### src/rtl/sseg_scan.sv
// Scan controller for a 4-digit multiplexed 7-segment display.
// Steps a digit select through 0..3, one fixed-length slot per digit, and
// drives active-low anodes / decimal point with a blanking gap at the start
// of every slot so the segment mux settles before an anode turns on.
module sseg_scan #(
  parameter int unsigned SLOT_CYCLES  = 50000,
  parameter int unsigned BLANK_CYCLES = 500
) (
  input  logic       clk,
  input  logic       rst_n,
  input  logic       scan_en,
  input  logic [3:0] digit_en,
  input  logic [3:0] dp_in,
  output logic [1:0] sel,
  output logic [3:0] an,
  output logic       dp_n,
  output logic       frame_tick
);

  localparam int unsigned CW = (SLOT_CYCLES > 1) ? $clog2(SLOT_CYCLES) : 1;
  localparam logic [CW-1:0] LAST      = CW'(SLOT_CYCLES - 1);
  localparam logic [CW-1:0] BLANK_END = CW'(BLANK_CYCLES);

  typedef enum logic [1:0] {
    ST_IDLE,
    ST_BLANK,
    ST_ON
  } state_t;

  state_t          state_q, state_d;
  logic [CW-1:0]   cnt_q, cnt_d;
  logic [1:0]      digit_q, digit_d;
  logic [3:0]      en_q, en_d;
  logic            dp_q, dp_d;
  logic [3:0]      an_q, an_d;
  logic            dp_n_q, dp_n_d;
  logic            ft_q, ft_d;

  // State, counters and registered outputs; async reset darkens the display.
  always_ff @(posedge clk or negedge rst_n) begin
    if (!rst_n) begin
      state_q <= ST_IDLE;
      cnt_q   <= '0;
      digit_q <= '0;
      en_q    <= '0;
      dp_q    <= 1'b0;
      an_q    <= '1;
      dp_n_q  <= 1'b1;
      ft_q    <= 1'b0;
    end else begin
      state_q <= state_d;
      cnt_q   <= cnt_d;
      digit_q <= digit_d;
      en_q    <= en_d;
      dp_q    <= dp_d;
      an_q    <= an_d;
      dp_n_q  <= dp_n_d;
      ft_q    <= ft_d;
    end
  end

  // Next-state: slot counter, digit stepping, per-frame/per-slot latches,
  // then the output decode of that next state so outputs line up with it.
  always_comb begin
    state_d = state_q;
    cnt_d   = cnt_q;
    digit_d = digit_q;
    en_d    = en_q;
    dp_d    = dp_q;
    an_d    = '1;
    dp_n_d  = 1'b1;
    ft_d    = 1'b0;

    if (!scan_en) begin
      cnt_d   = '0;
      digit_d = '0;
    end else if (state_q == ST_IDLE) begin
      // First enabled cycle is cycle 0 of slot 0: latch the frame's enables.
      cnt_d   = '0;
      digit_d = '0;
      en_d    = digit_en;
      dp_d    = dp_in[0];
    end else if (cnt_q == LAST) begin
      cnt_d   = '0;
      digit_d = digit_q + 2'd1;
      dp_d    = dp_in[digit_d];
      if (digit_d == 2'd0) begin
        en_d = digit_en;
      end
    end else begin
      cnt_d = cnt_q + CW'(1);
    end

    if (!scan_en) begin
      state_d = ST_IDLE;
    end else if (cnt_d < BLANK_END) begin
      state_d = ST_BLANK;
    end else begin
      state_d = ST_ON;
    end

    if (state_d == ST_ON) begin
      an_d[digit_d] = ~en_d[digit_d];
      dp_n_d        = ~(dp_d & en_d[digit_d]);
    end
    ft_d = (state_d != ST_IDLE) && (digit_d == 2'd3) && (cnt_d == LAST);
  end

  assign sel        = digit_q;
  assign an         = an_q;
  assign dp_n       = dp_n_q;
  assign frame_tick = ft_q;

endmodule

### config.mk
export PLATFORM = sky130hd
export DESIGN_NAME = sseg_scan
export DESIGN_NICKNAME = d
export VERILOG_FILES = /design/src/rtl/sseg_scan.sv
export SDC_FILE = /design/constraint.sdc
export NUM_CORES = 1
export LEC_CHECK = 0
export ABC_AREA = 1
export CORE_UTILIZATION = 40
export DETAILED_ROUTE_END_ITERATION = 7
export PLACE_DENSITY = 0.63
export SLEW_MARGIN = 20
export SYNTH_ARGS = -nofsm -noshare
export SYNTH_HDL_FRONTEND = slang
export SYNTH_SLANG_ARGS = --single-unit
### constraint.sdc
create_clock -name clk -period 4.95 [get_ports clk]
set_clock_uncertainty 0.15 [all_clocks]
set_input_delay 0.99 -clock clk [delete_from_list [all_inputs] [get_ports clk]]
set_output_delay 0.99 -clock clk [all_outputs]
set_load 0.03 [all_outputs]
Word-level counts from Yosys, hierarchy flattened:

Index checks and enable logic that the tools add are counted.

* add/sub/neg operators: 2
* magnitude comparators: 4
* equality and inequality tests: 4
* mux-type cells: 23
* bitwise operators: 5
* reductions and logical operators: 6

Operators with widths (count)
* $mux W16: 3
* $eq A16 B16 Y1 const B: 2
* $mux W4: 5
* $add A16 B1 Y16 const B: 1
* $lt A16 B9 Y1 const B: 1
* $mux W2: 5
* $mux W1: 7
* $lt A2 B3 Y1 const B: 2
* $bmux W1 S2: 2
* $eq A2 B2 Y1 const B: 2
* $logic_not A2 Y1: 2
* $not A4 Y4: 1
* $or A4 B4 Y4: 1
* $logic_and A1 B1 Y1: 3
* $add A2 B1 Y2 const B: 1
* $demux W1 S2: 1
* $ge A2 B1 Y1 const B: 1
* $not A1 Y1: 2
* $reduce_bool A2 Y1: 1
* $and A1 B1 Y1: 1

* register bits after elaboration: 31
* bits of input ports: 11
* output and inout bits: 8
* logic and storage cells: 52

Logic depth before layout (Yosys ltp):

Gate-level depths: netlist of run 1.

* depth in word-level cells: 11
* gate-level depth with buffers: 13
* mapped depth without buffers: 13

Least setup slack after synthesis of run 1:

Ideal clock, no wire load.

* path type: input-to-reg
* start point: input port scan_en
* end point: register an_q[0], in the netlist an[0]
* library setup time: 0.085 ns
* arrival: 1.921 ns
* required time: 4.715 ns
* slack: 2.794 ns
* stages on the path: 10
* buffers on the path: 1
* cells stage by stage: inv_1 > nor2_4 > nand2_4 > buf_12 > nor2_4 > nand2_1 > nor2_1 > nand2_1 > nand3_4 > nand3_1

* elaborated cells on any way between the ends: 18
* classes of those cells: order compare: 3; eq/ne: 1; mux: 10; bitwise: 3; reduce/logical: 1

RTL lines
* start: declaration: RTL line 11 `input logic scan_en,`
* $mux W16: RTL line 74 `if (!scan_en) begin`
* named net cnt_d[6]: RTL line 31 `logic [CW-1:0] cnt_q, cnt_d;`
* $lt A16 B9 Y1: RTL line 96 `end else if (cnt_d < BLANK_END) begin`
* $mux W2: RTL line 96
* $mux W2: RTL line 94 `if (!scan_en) begin`
* named net state_d[1]: RTL line 30 `state_t state_q, state_d;`
* $eq A2 B2 Y1: RTL line 102 `if (state_d == ST_ON) begin`
* $mux W4: RTL line 102
* named net an_d[0]: RTL line 35 `logic [3:0] an_q, an_d;`
* end signal: assignment: RTL line 56 `an_q <= an_d;`
* end: declaration: RTL line 35

The timed path passes the listed nets, and every way through them passes these cells. The select of a mux whose other input is x is not followed.

Worst setup path in the final report of run 1:

* start point: input port scan_en
* end point: register ft_q, in the netlist frame_tick

* cells in the longest elaborated chain, start to end: 7
* elaborated cells on any way between the ends: 10
* classes of those cells: order compare: 1; eq/ne: 2; mux: 4; reduce/logical: 3

RTL lines
* $mux W16 *: RTL line 74
* named net cnt_d[14]: RTL line 31
* $lt A16 B9 Y1: RTL line 96
* $mux W2: RTL line 96
* $mux W2: RTL line 94
* $reduce_bool A2 Y1: RTL line 106 `ft_d = (state_d != ST_IDLE) && (digit_d == 2'd3) && (cnt_d == LAST);`
* $logic_and A1 B1 Y1: RTL line 106
* $logic_and A1 B1 Y1 *: RTL line 106
* named net ft_d: RTL line 37 `logic ft_q, ft_d;`
* end signal: assignment: RTL line 58 `ft_q <= ft_d;`
* end: declaration: RTL line 37

The timed path passes the listed nets; every way through them passes the cells marked *.

==> impl_metrics.ini, run 1 <==
[status]
outcome = completed

[worst_setup_path]
crit_path_end_kind = flip-flop
timing.reg2reg.worst_path_depth = 11
setup.worst_path.class = in -> reg
crit_end = frame_tick
crit_start = scan_en
timing.rr.start = cnt_q[0]
regToRegSetupSlack_ns = 2.81
crit-reg2reg-capture = state_q[0]
worstPathMaxFanout = 11
arrival_ns = 2.74
start_kind = input port
required_ns = 5.01

[logic_synthesis]
post-synth-top-area-fraction_pct = 35.6
synth.largest_area_cell = sky130_fd_sc_hd__dfrtp_1
avgSynthCellArea_um2 = 7.87
synth-adder-area-share_pct = 1.37
netlist_area_um2 = 1830
synth_cell_types = 28
post_synth_xor_area_fraction_pct = 1.92
ys_async_sr_fraction_pct = 100
synth.ff_latch_count = 31
synth_compound_gate_area_share_pct = 3.63
seq_area_frac_synth_pct = 42.8
ys_dominant_reg_cell = sky130_fd_sc_hd__dfrtp_1
synth-warning-count = 0
combinational_family_with_the_most_area_after_synthesis = simple AND/OR/NAND/NOR gates
syn-num-nets = 245
ys_top_cells_by_area = sky130_fd_sc_hd__dfrtp_1 (36%), sky130_fd_sc_hd__nand2_1 (12%), sky130_fd_sc_hd__inv_1 (7.4%)
synth_mux_area_share_pct = 0.548
synth-edff-count = 0
synthesis.instances = 232
simple_gate_fraction_of_synth_area_pct = 40.8

[sta]
timing.hold.ws_ns = 0.372
fin_crit_share_pct = 54.2
post_layout_minimum_cycle_time_ns = 2.68
slew_viol_final = 0
setup_slack_ns = 2.27
finalSetupTns_ns = 0
finalSetupViolCount = 0
timing.fmax_mhz = 373
tightest_slew_ns = 0.605
max_slew_margin_pct = 59.5
final-hold-violation-count = 0
grt_setup_unrepaired = false

[floorplanning]
die_width_um = 69.6
die_height_um = 69.6
floorplan.initialDensity_pct = 41.7
floorplan.rows = 24
core_area_um2 = 4380
die_ar_um2 = 4840
floorplan.io_pins = 19

[global_route]
grt_pass1_vias = 1331
grt_first_pass_wirelength_mm = 6.04
grtUsageTotal_pct = 16.0
grt_start_max_net_pins = 20
grt_antenna_before_repair = 0
globalRouteOverflowTotal = 0

[clocking]
cts_inserted_buffers = 5
clock-sinks = 31
root_buffer = sky130_fd_sc_hd__clkbuf_8
tritoncts = yes
cts_resized = 0
cts-htree-levels = 2
cts_hold_repair.buffers = 0
clkSlewWorstSetupHoldPaths_ns = 0.06
clk-insertion-delay-late_ns = 0.28
cts_buffer_depth = 2
post_cts.repair.setup_buffers = 0

[pwr]
power_uw = 488
power.ir.vdd_worst_mv = 0.117
p_leak_nw = 1.05
power_density_nw_per_um2 = 228

[run]
cap_violations = 0

[hold_path]
hp-class = reg -> reg

[place]
place_worst_setup_slack_ns = 1.96
port_buffers = 18
dp.final_hpwl_mm = 2.77
gp_routability_congestion = 0.774
postPlaceCellArea_um2 = 2060

[finish]
nets_finish = 270
final_common_cell = sky130_fd_sc_hd__nand2_1
register_area_um2 = 782
num_antenna_cells = 0
area.growth.synth_to_final_pct = 17.2
design_area_um2 = 2140
layout_common_cells = sky130_fd_sc_hd__nand2_1 (58), sky130_fd_sc_hd__inv_1 (36), sky130_fd_sc_hd__nor2_1 (27), sky130_fd_sc_hd__dfrtp_1 (26)
num-fill-cells = 434
post_route_cells_drive_above_1_share_pct = 17.1
multi_input_area_um2 = 882

[detailed_routing]
firstDrtPassIters = 4
route.final.wire_length_mm = 3.53
vias = 1461
drt-initial-drc-count = 71
detail-route-antenna-nets = 0
wl_per_cell_um = 11.4
post_drt_via_cell_ratio = 4.71
remaining_drc_errors = 0
-- synthesized netlist by cell type, types with 2 or more instances --
| library cell | instances |
|---|---|
| sky130_fd_sc_hd__a21oi_1 | 3 |
| sky130_fd_sc_hd__nand3b_1 | 5 |
| sky130_fd_sc_hd__nor2_2 | 8 |
| sky130_fd_sc_hd__nand3_2 | 2 |
| sky130_fd_sc_hd__dfstp_2 | 5 |
| sky130_fd_sc_hd__nand2_4 | 2 |
| sky130_fd_sc_hd__nor2_1 | 27 |
| sky130_fd_sc_hd__nand2_2 | 6 |
| sky130_fd_sc_hd__nor3_1 | 3 |
| sky130_fd_sc_hd__inv_1 | 36 |
| sky130_fd_sc_hd__inv_2 | 2 |
| sky130_fd_sc_hd__ha_1 | 2 |
| sky130_fd_sc_hd__dfrtp_1 | 26 |
| sky130_fd_sc_hd__nand3_1 | 18 |
| sky130_fd_sc_hd__nor2_4 | 9 |
| sky130_fd_sc_hd__o21ai_0 | 4 |
| sky130_fd_sc_hd__nand4_1 | 3 |
| sky130_fd_sc_hd__o21bai_1 | 2 |
| sky130_fd_sc_hd__nand2_1 | 58 |
| sky130_fd_sc_hd__xor2_1 | 3 |
-- final cells by class --
cell class	instances	share of cell area, %
multi-input combinational	162	41.2
clock inverter	1	0.234
timing repair buffer	19	8.77
inverter	38	6.66
tap	52	3.04
clock buffer	7	3.57
sequential	31	36.5
-- worst max-delay path, stage by stage --
cell                              delay (ns)
sky130_fd_sc_hd__clkdlybuf4s50_1        0.58
sky130_fd_sc_hd__inv_1                  0.14
sky130_fd_sc_hd__nor2_4                 0.19
sky130_fd_sc_hd__nand2_4                0.15
sky130_fd_sc_hd__inv_2                  0.13
sky130_fd_sc_hd__nand2_1                0.06
sky130_fd_sc_hd__nor2_1                 0.18
sky130_fd_sc_hd__and2_1                 0.15
sky130_fd_sc_hd__nand4_1                0.07
sky130_fd_sc_hd__nor2_1                 0.10
-- per-layer routing --
| metal | up-vias | global-route usage [%] | wire length (um) |
|---|---|---|---|
| li1 | 764 | - | - |
| met1 | 669 | 22.9 | 1760 |
| met2 | 23 | 24.4 | 1610 |
| met3 | 5 | 3.49 | 114 |
| met4 | 0 | 4.76 | 50 |
| met5 | - | 0 | 0 |
-- stage by stage --
step | util [%] | std cells
finish | 48.8 | 310
global route | 48.8 | 310
CTS | 48.8 | 310
detailed placement | 47.0 | 302
global placement | 47.0 | 302
floorplan | - | 232
-- kinds of logic (layout without fill, tap and decap cells) --
group / count (synthesis) / count (layout)
flip-flops: 31 / 31
AO/OA/AOI/OAI: 11 / 11
adder cells (fa/ha/maj): 2 / 2
buffers and inverters: 39 / 65
multiplexers: 1 / 1
XOR/XNOR: 4 / 4
AND/OR/NAND/NOR: 144 / 144
-- worst min path at each step --
stage,depth (start not counted),slack (ns),to,from
final,1,0.37,cnt_q[0],cnt_q[0]
after global routing,1,0.39,cnt_q[0],cnt_q[0]
after CTS,1,0.36,cnt_q[0],cnt_q[0]
after detailed placement,1,0.36,cnt_q[0],cnt_q[0]
after global placement,1,0.36,cnt_q[0],cnt_q[0]
after floorplan,1,0.32,cnt_q[0],cnt_q[0]
-- power breakdown --
part / internal (mW) / switching (mW) / total (mW) / leakage (nW)
combinational: 0.0156 / 0.0233 / 0.0389 / 0.608
clock: 0.0984 / 0.0881 / 0.187 / 0.0422
sequential: 0.260 / 0.00277 / 0.263 / 0.398
-- sequential cells by signal, summed over array words and instances, names as in the netlist --
name / count
cnt_q: 16
en_q: 4
frame_tick: 1
sel: 2
state_q: 2
dp_n: 1
dp_q: 1
an: 4
(Power assumes the default switching activity.)
==> run 2, diff against run 1 <==
==> constraint.sdc (replaced) <==
create_clock -name clk -period 2.65 [get_ports clk]
set_clock_uncertainty 0.15 [all_clocks]
set_input_delay 0.53 -clock clk [delete_from_list [all_inputs] [get_ports clk]]
set_output_delay 0.53 -clock clk [all_outputs]
set_load 0.03 [all_outputs]
==> run 2 against run 1 <==
Compared with the run above: design area rose by 0.82%; via count increased by 2.4%; largest cell class unchanged; worst hold slack lost 0.0025 ns; global-route usage increased by 0.49 points; final cell count grew 0.32%; non-clock buffer count rose by 1.
==> impl_metrics.ini, run 2 (synthesis gave the netlist of run 1 again) <==
[floorplanning]
floorplan.io_pins = 19
floorplan.initialDensity_pct = 41.7
die_height_um = 69.6
die_ar_um2 = 4840
floorplan.rows = 24
core_area_um2 = 4380
die_width_um = 69.6

[finish]
finish.utilization_pct = 49.2
final_common_cell = sky130_fd_sc_hd__nand2_1
largest_register_ffs = 16
post_route_cells_drive_above_1_share_pct = 17.8
design_area_um2 = 2160
layout_common_cells = sky130_fd_sc_hd__nand2_1 (58), sky130_fd_sc_hd__inv_1 (36), sky130_fd_sc_hd__nor2_1 (27), sky130_fd_sc_hd__dfrtp_1 (26)
area.growth.synth_to_final_pct = 18.2
num-fill-cells = 437
regMostFlops = cnt_q
num_antenna_cells = 0
nets_finish = 271

[global_route]
gr-usage-met3_pct = 3.49
met2_usage_pct = 26.3
globalRouteOverflowTotal = 0
grt_first_pass_wirelength_mm = 6.16
busiest_layer = met2
grt_start_max_net_pins = 32
grt_antenna_before_repair = 0
global_route.usage.met1_pct = 21.9
grtUsageTotal_pct = 16.5
grt_pass1_vias = 1396

[place]
port_buffers = 18
dp.final_hpwl_mm = 2.82
postPlaceCellArea_um2 = 2070
gp_routability_congestion = 0.795

[worst_setup_path]
setup.worst_path.class = reg -> reg
slowest_delay_ns = 0.41
path_delay_family = simple AND/OR/NAND/NOR gates
worstPathCellList = ha_1 -> nand3_2 -> nor2_4 -> nand2_4 -> nand2_4 -> inv_2 -> nand3_1 -> nand2_1 -> nor2_4 -> nand3_4 -> nand3_1
timing.reg2reg.worst_path_depth = 11
start_kind = flip-flop
number_of_gates_on_the_worst_path_with_buffers_counted = 11
timing.critical_path.buf_inv = 1
worstPathMaxFanout = 11
arrival_ns = 2.24
crit_slowest_cell = sky130_fd_sc_hd__dfrtp_1
required_ns = 2.72
crit_path_end_kind = flip-flop

[detailed_routing]
post_drt_via_cell_ratio = 4.81
route.final.wire_length_mm = 3.58
detail-route-antenna-nets = 0
drt-initial-drc-count = 58
remaining_drc_errors = 0
firstDrtPassIters = 5
vias = 1496
wl_per_cell_um = 11.5

[clocking]
post_cts.repair.setup_buffers = 0
cts_hold_repair.buffers = 0
cts_buffer_depth = 2
clkSlewWorstSetupHoldPaths_ns = 0.06
cts_resized = 0
clk-insertion-delay-late_ns = 0.29
tritoncts = yes
root_buffer = sky130_fd_sc_hd__clkbuf_8
clock-sinks = 31
cts_inserted_buffers = 5
cts-htree-levels = 2

[sta]
timing.fmax_mhz = 460
slew_viol_final = 0
timing.hold.ws_ns = 0.370
finalSetupViolCount = 0
max_slew_margin_pct = 73.4
tightest_slew_ns = 0.399
grt_setup_unrepaired = false
finalSetupTns_ns = 0
final-hold-violation-count = 0
post_layout_minimum_cycle_time_ns = 2.17
fin_crit_share_pct = 82.0

[run]
cap_violations = 0

[hold_path]
hp-class = reg -> reg
hold_path_depth = 1

[pwr]
p_leak_nw = 1.06
power_density_nw_per_um2 = 436
power.ir.vdd_worst_mv = 0.220
power_uw = 941

[status]
outcome = completed
## run 2: cell count changes in the layout (fill, tap and decap cells not counted), sizes merged
cell	delta
buf	+1
## run 2: area by class of cell
class                   count  area [um^2]  share of cell area [%]
clock buffers               7         86.3                    4.00
clock inverters             1         5.00                   0.232
inverters                  38          143                    6.61
well taps                  52         65.1                    3.01
flip-flops and latches     31          782                    36.2
repair buffers             20          195                    9.04
multi-input cells         162          882                    40.9
## run 2: path summary, 6_finish.rpt
path / start / to / slack (ns)
worst min register to register: cnt_q[0] / cnt_q[0] / 0.37
worst min-delay path: cnt_q[0] / cnt_q[0] / 0.37
min in group asynchronous: rst_n / state_q[0] / 0.49
worst max-delay path: cnt_q[0] / an[1] / 0.48
max in group asynchronous: rst_n / an[3] / 1.53
worst max register to register: cnt_q[0] / an[1] / 0.48
## run 2: per-layer routing
metal / up-vias / wire [um] / part of all wire (%)
met3: 9 / 129 / 3.6
li1: 771 / - / -
met5: - / 0 / 0
met2: 32 / 1720 / 48
met4: 0 / 65 / 1.8
met1: 684 / 1660 / 46
## run 2: power breakdown
| group | leakage [nW] | internal (mW) | switching, mW | total (mW) |
|---|---|---|---|---|
| combinational | 0.613 | 0.0302 | 0.0426 | 0.0728 |
| clock | 0.0482 | 0.209 | 0.170 | 0.379 |
| sequential | 0.398 | 0.485 | 0.00464 | 0.490 |
## run 2: metrics by stage
step           std cells  worst slack (ns)
2_1_floorplan        232             0.809
3_3_place_gp         303             0.320
3_5_place_dp         303             0.260
4_1_cts              311             0.464
5_1_grt              311             0.308
6_report             311             0.478
==> run 3, diff against run 2 <==
==> constraint.sdc (replaced) <==
create_clock -name clk -period 2.3 [get_ports clk]
set_clock_uncertainty 0.15 [all_clocks]
set_input_delay 0.46 -clock clk [delete_from_list [all_inputs] [get_ports clk]]
set_output_delay 0.46 -clock clk [all_outputs]
set_load 0.03 [all_outputs]
==> run 3 against run 2 <==
Compared with the run above: clock power grew 23%; die area did not move; setup slack got worse by 0.27 ns; global-route usage grew 0.43 points; critical path type unchanged; largest power group unchanged.
==> impl_metrics.ini, run 3 (synthesis gave the netlist of run 1 again) <==
[clocking]
tritoncts = yes
cts_buffer_depth = 2
cts-htree-levels = 2
clkSlewWorstSetupHoldPaths_ns = 0.06
post_cts.repair.setup_buffers = 0
clock-sinks = 31
root_buffer = sky130_fd_sc_hd__clkbuf_8
cts_inserted_buffers = 5
clk-insertion-delay-late_ns = 0.28

[detailed_routing]
post_drt_via_cell_ratio = 4.76
met2WireLength_mm = 1.71
routedLengthMet1_mm = 1.70
remaining_drc_errors = 0
route.final.wire_length_mm = 3.60
highest-signal-layer = met4
vias = 1485
wl_per_cell_um = 11.5
firstDrtPassIters = 4
drt-initial-drc-count = 54
met3_wirelength_um = 175
detail-route-antenna-nets = 0

[finish]
area.growth.synth_to_final_pct = 19.7
regMostFlops = cnt_q
post_route_cells_drive_above_1_share_pct = 18.5
nets_finish = 272
largest_register_ffs = 16
layout_common_cells = sky130_fd_sc_hd__nand2_1 (58), sky130_fd_sc_hd__inv_1 (36), sky130_fd_sc_hd__nor2_1 (27), sky130_fd_sc_hd__dfrtp_1 (26)
num_antenna_cells = 0
final_common_cell = sky130_fd_sc_hd__nand2_1
finish.utilization_pct = 49.9

[floorplanning]
die_width_um = 69.6
floorplan.rows = 24
core_area_um2 = 4380
floorplan.initialDensity_pct = 41.7
floorplan.io_pins = 19
die_height_um = 69.6
die_ar_um2 = 4840

[place]
gp_routability_congestion = 0.847
dp.final_hpwl_mm = 2.79
port_buffers = 18
place_worst_setup_slack_ns = 0.0252

[worst_setup_path]
worstPathMaxFanout = 11
crit_path_end_kind = flip-flop
path_delay_family = simple AND/OR/NAND/NOR gates
crit-reg2reg-capture = an[3]
arrival_ns = 2.16
timing.rr.start = cnt_q[0]
regToRegSetupSlack_ns = 0.21
setup.worst_path.class = reg -> reg
timing.critical_path.buf_inv = 1
timing.reg2reg.worst_path_depth = 11
crit_slowest_cell = sky130_fd_sc_hd__dfrtp_1
required_ns = 2.36
start_kind = flip-flop
worstPathCellList = ha_2 -> nand3_2 -> nor2_4 -> nand2_4 -> nand2_8 -> inv_2 -> nand3_1 -> nand2_1 -> nor2_4 -> nand3_4 -> nand3_1
slowest_delay_ns = 0.42

[pwr]
power_mw = 1.12
power.ir.vdd_worst_mv = 0.281
power_density_nw_per_um2 = 512
p_leak_nw = 1.07

[hold_path]
whs_endpoint = cnt_q[0]
holdCritStartpoint = cnt_q[0]
hold_path_depth = 1
hp-class = reg -> reg

[sta]
post_layout_minimum_cycle_time_ns = 2.09
max_slew_margin_pct = 72.9
finalSetupTns_ns = 0
tightest_slew_ns = 0.406
final-hold-violation-count = 0
slew_viol_final = 0
grt_setup_unrepaired = false
fin_crit_share_pct = 91.0
finalSetupViolCount = 0
setup_slack_ns = 0.207
timing.fmax_mhz = 478

[global_route]
grt_first_pass_wirelength_mm = 6.42
grtUsageTotal_pct = 17.0
grt_start_max_net_pins = 32
grt_pass1_vias = 1364
globalRouteOverflowTotal = 0
grt_antenna_before_repair = 0

[status]
outcome = completed

[run]
cap_violations = 0
[run 3: cell count changes in the layout (fill, tap and decap cells not counted), sizes merged]
cell / before / now
buf: 2 / 3
clkbuf: 7 / 8
clkinv: 1 / 0
[run 3: cell type report]
type	count	area, um^2
fill	426	2200
multi-input combinational	162	893
sequential	31	782
timing repair buffer	21	203
inverter	38	143
clock buffer	8	100
tap	52	65.1
[run 3: worst register-to-register path, stage by stage (launching register included)]
cell and delay, ns:
sky130_fd_sc_hd__dfrtp_1 0.42, sky130_fd_sc_hd__ha_2 0.24, sky130_fd_sc_hd__nand3_2 0.12, sky130_fd_sc_hd__nor2_4 0.20, sky130_fd_sc_hd__nand2_4 0.11, sky130_fd_sc_hd__nand2_8 0.13
sky130_fd_sc_hd__inv_2 0.08, sky130_fd_sc_hd__nand3_1 0.13, sky130_fd_sc_hd__nand2_1 0.11, sky130_fd_sc_hd__nor2_4 0.13, sky130_fd_sc_hd__nand3_4 0.10, sky130_fd_sc_hd__nand3_1 0.11
[run 3: worst max-delay path by stage]
stage / start / endpoint / slack, ns / cells past startpoint
2_1_floorplan: cnt_q[0] / an[0] / 0.46 / 12
3_3_place_gp: scan_en / an[3] / 0.08 / 10
3_5_place_dp: scan_en / an[3] / 0.03 / 10
4_1_cts: cnt_q[0] / an[3] / 0.13 / 11
5_1_grt: cnt_q[0] / an[1] / 0.006 / 12
6_report: cnt_q[0] / an[3] / 0.21 / 11
[run 3: routing by layer]
metal	vias to the layer above	track usage, %
met5	-	0
li1	769	-
met3	2	4.36
met2	38	26.5
met1	676	23.0
met4	0	5.44
[run 3: timing repair]
action,in CTS,in global routing
resized for setup,0,2
endpoints found under the setup margin,0,7
hold buffers,0,0
[run 3: metrics by stage]
stage	hold slack, ns	cells	area, um^2
2_1_floorplan	0.0144	232	1830
3_3_place_gp	0.359	304	2070
3_5_place_dp	0.368	304	2070
4_1_cts	0.377	312	2170
5_1_grt	0.400	312	2190
6_report	0.381	312	2190
[run 3: power breakdown]
part           internal, mW  switching, mW
clock                 0.273          0.194
sequential            0.559        0.00543
combinational        0.0367         0.0505
total                 0.869          0.250
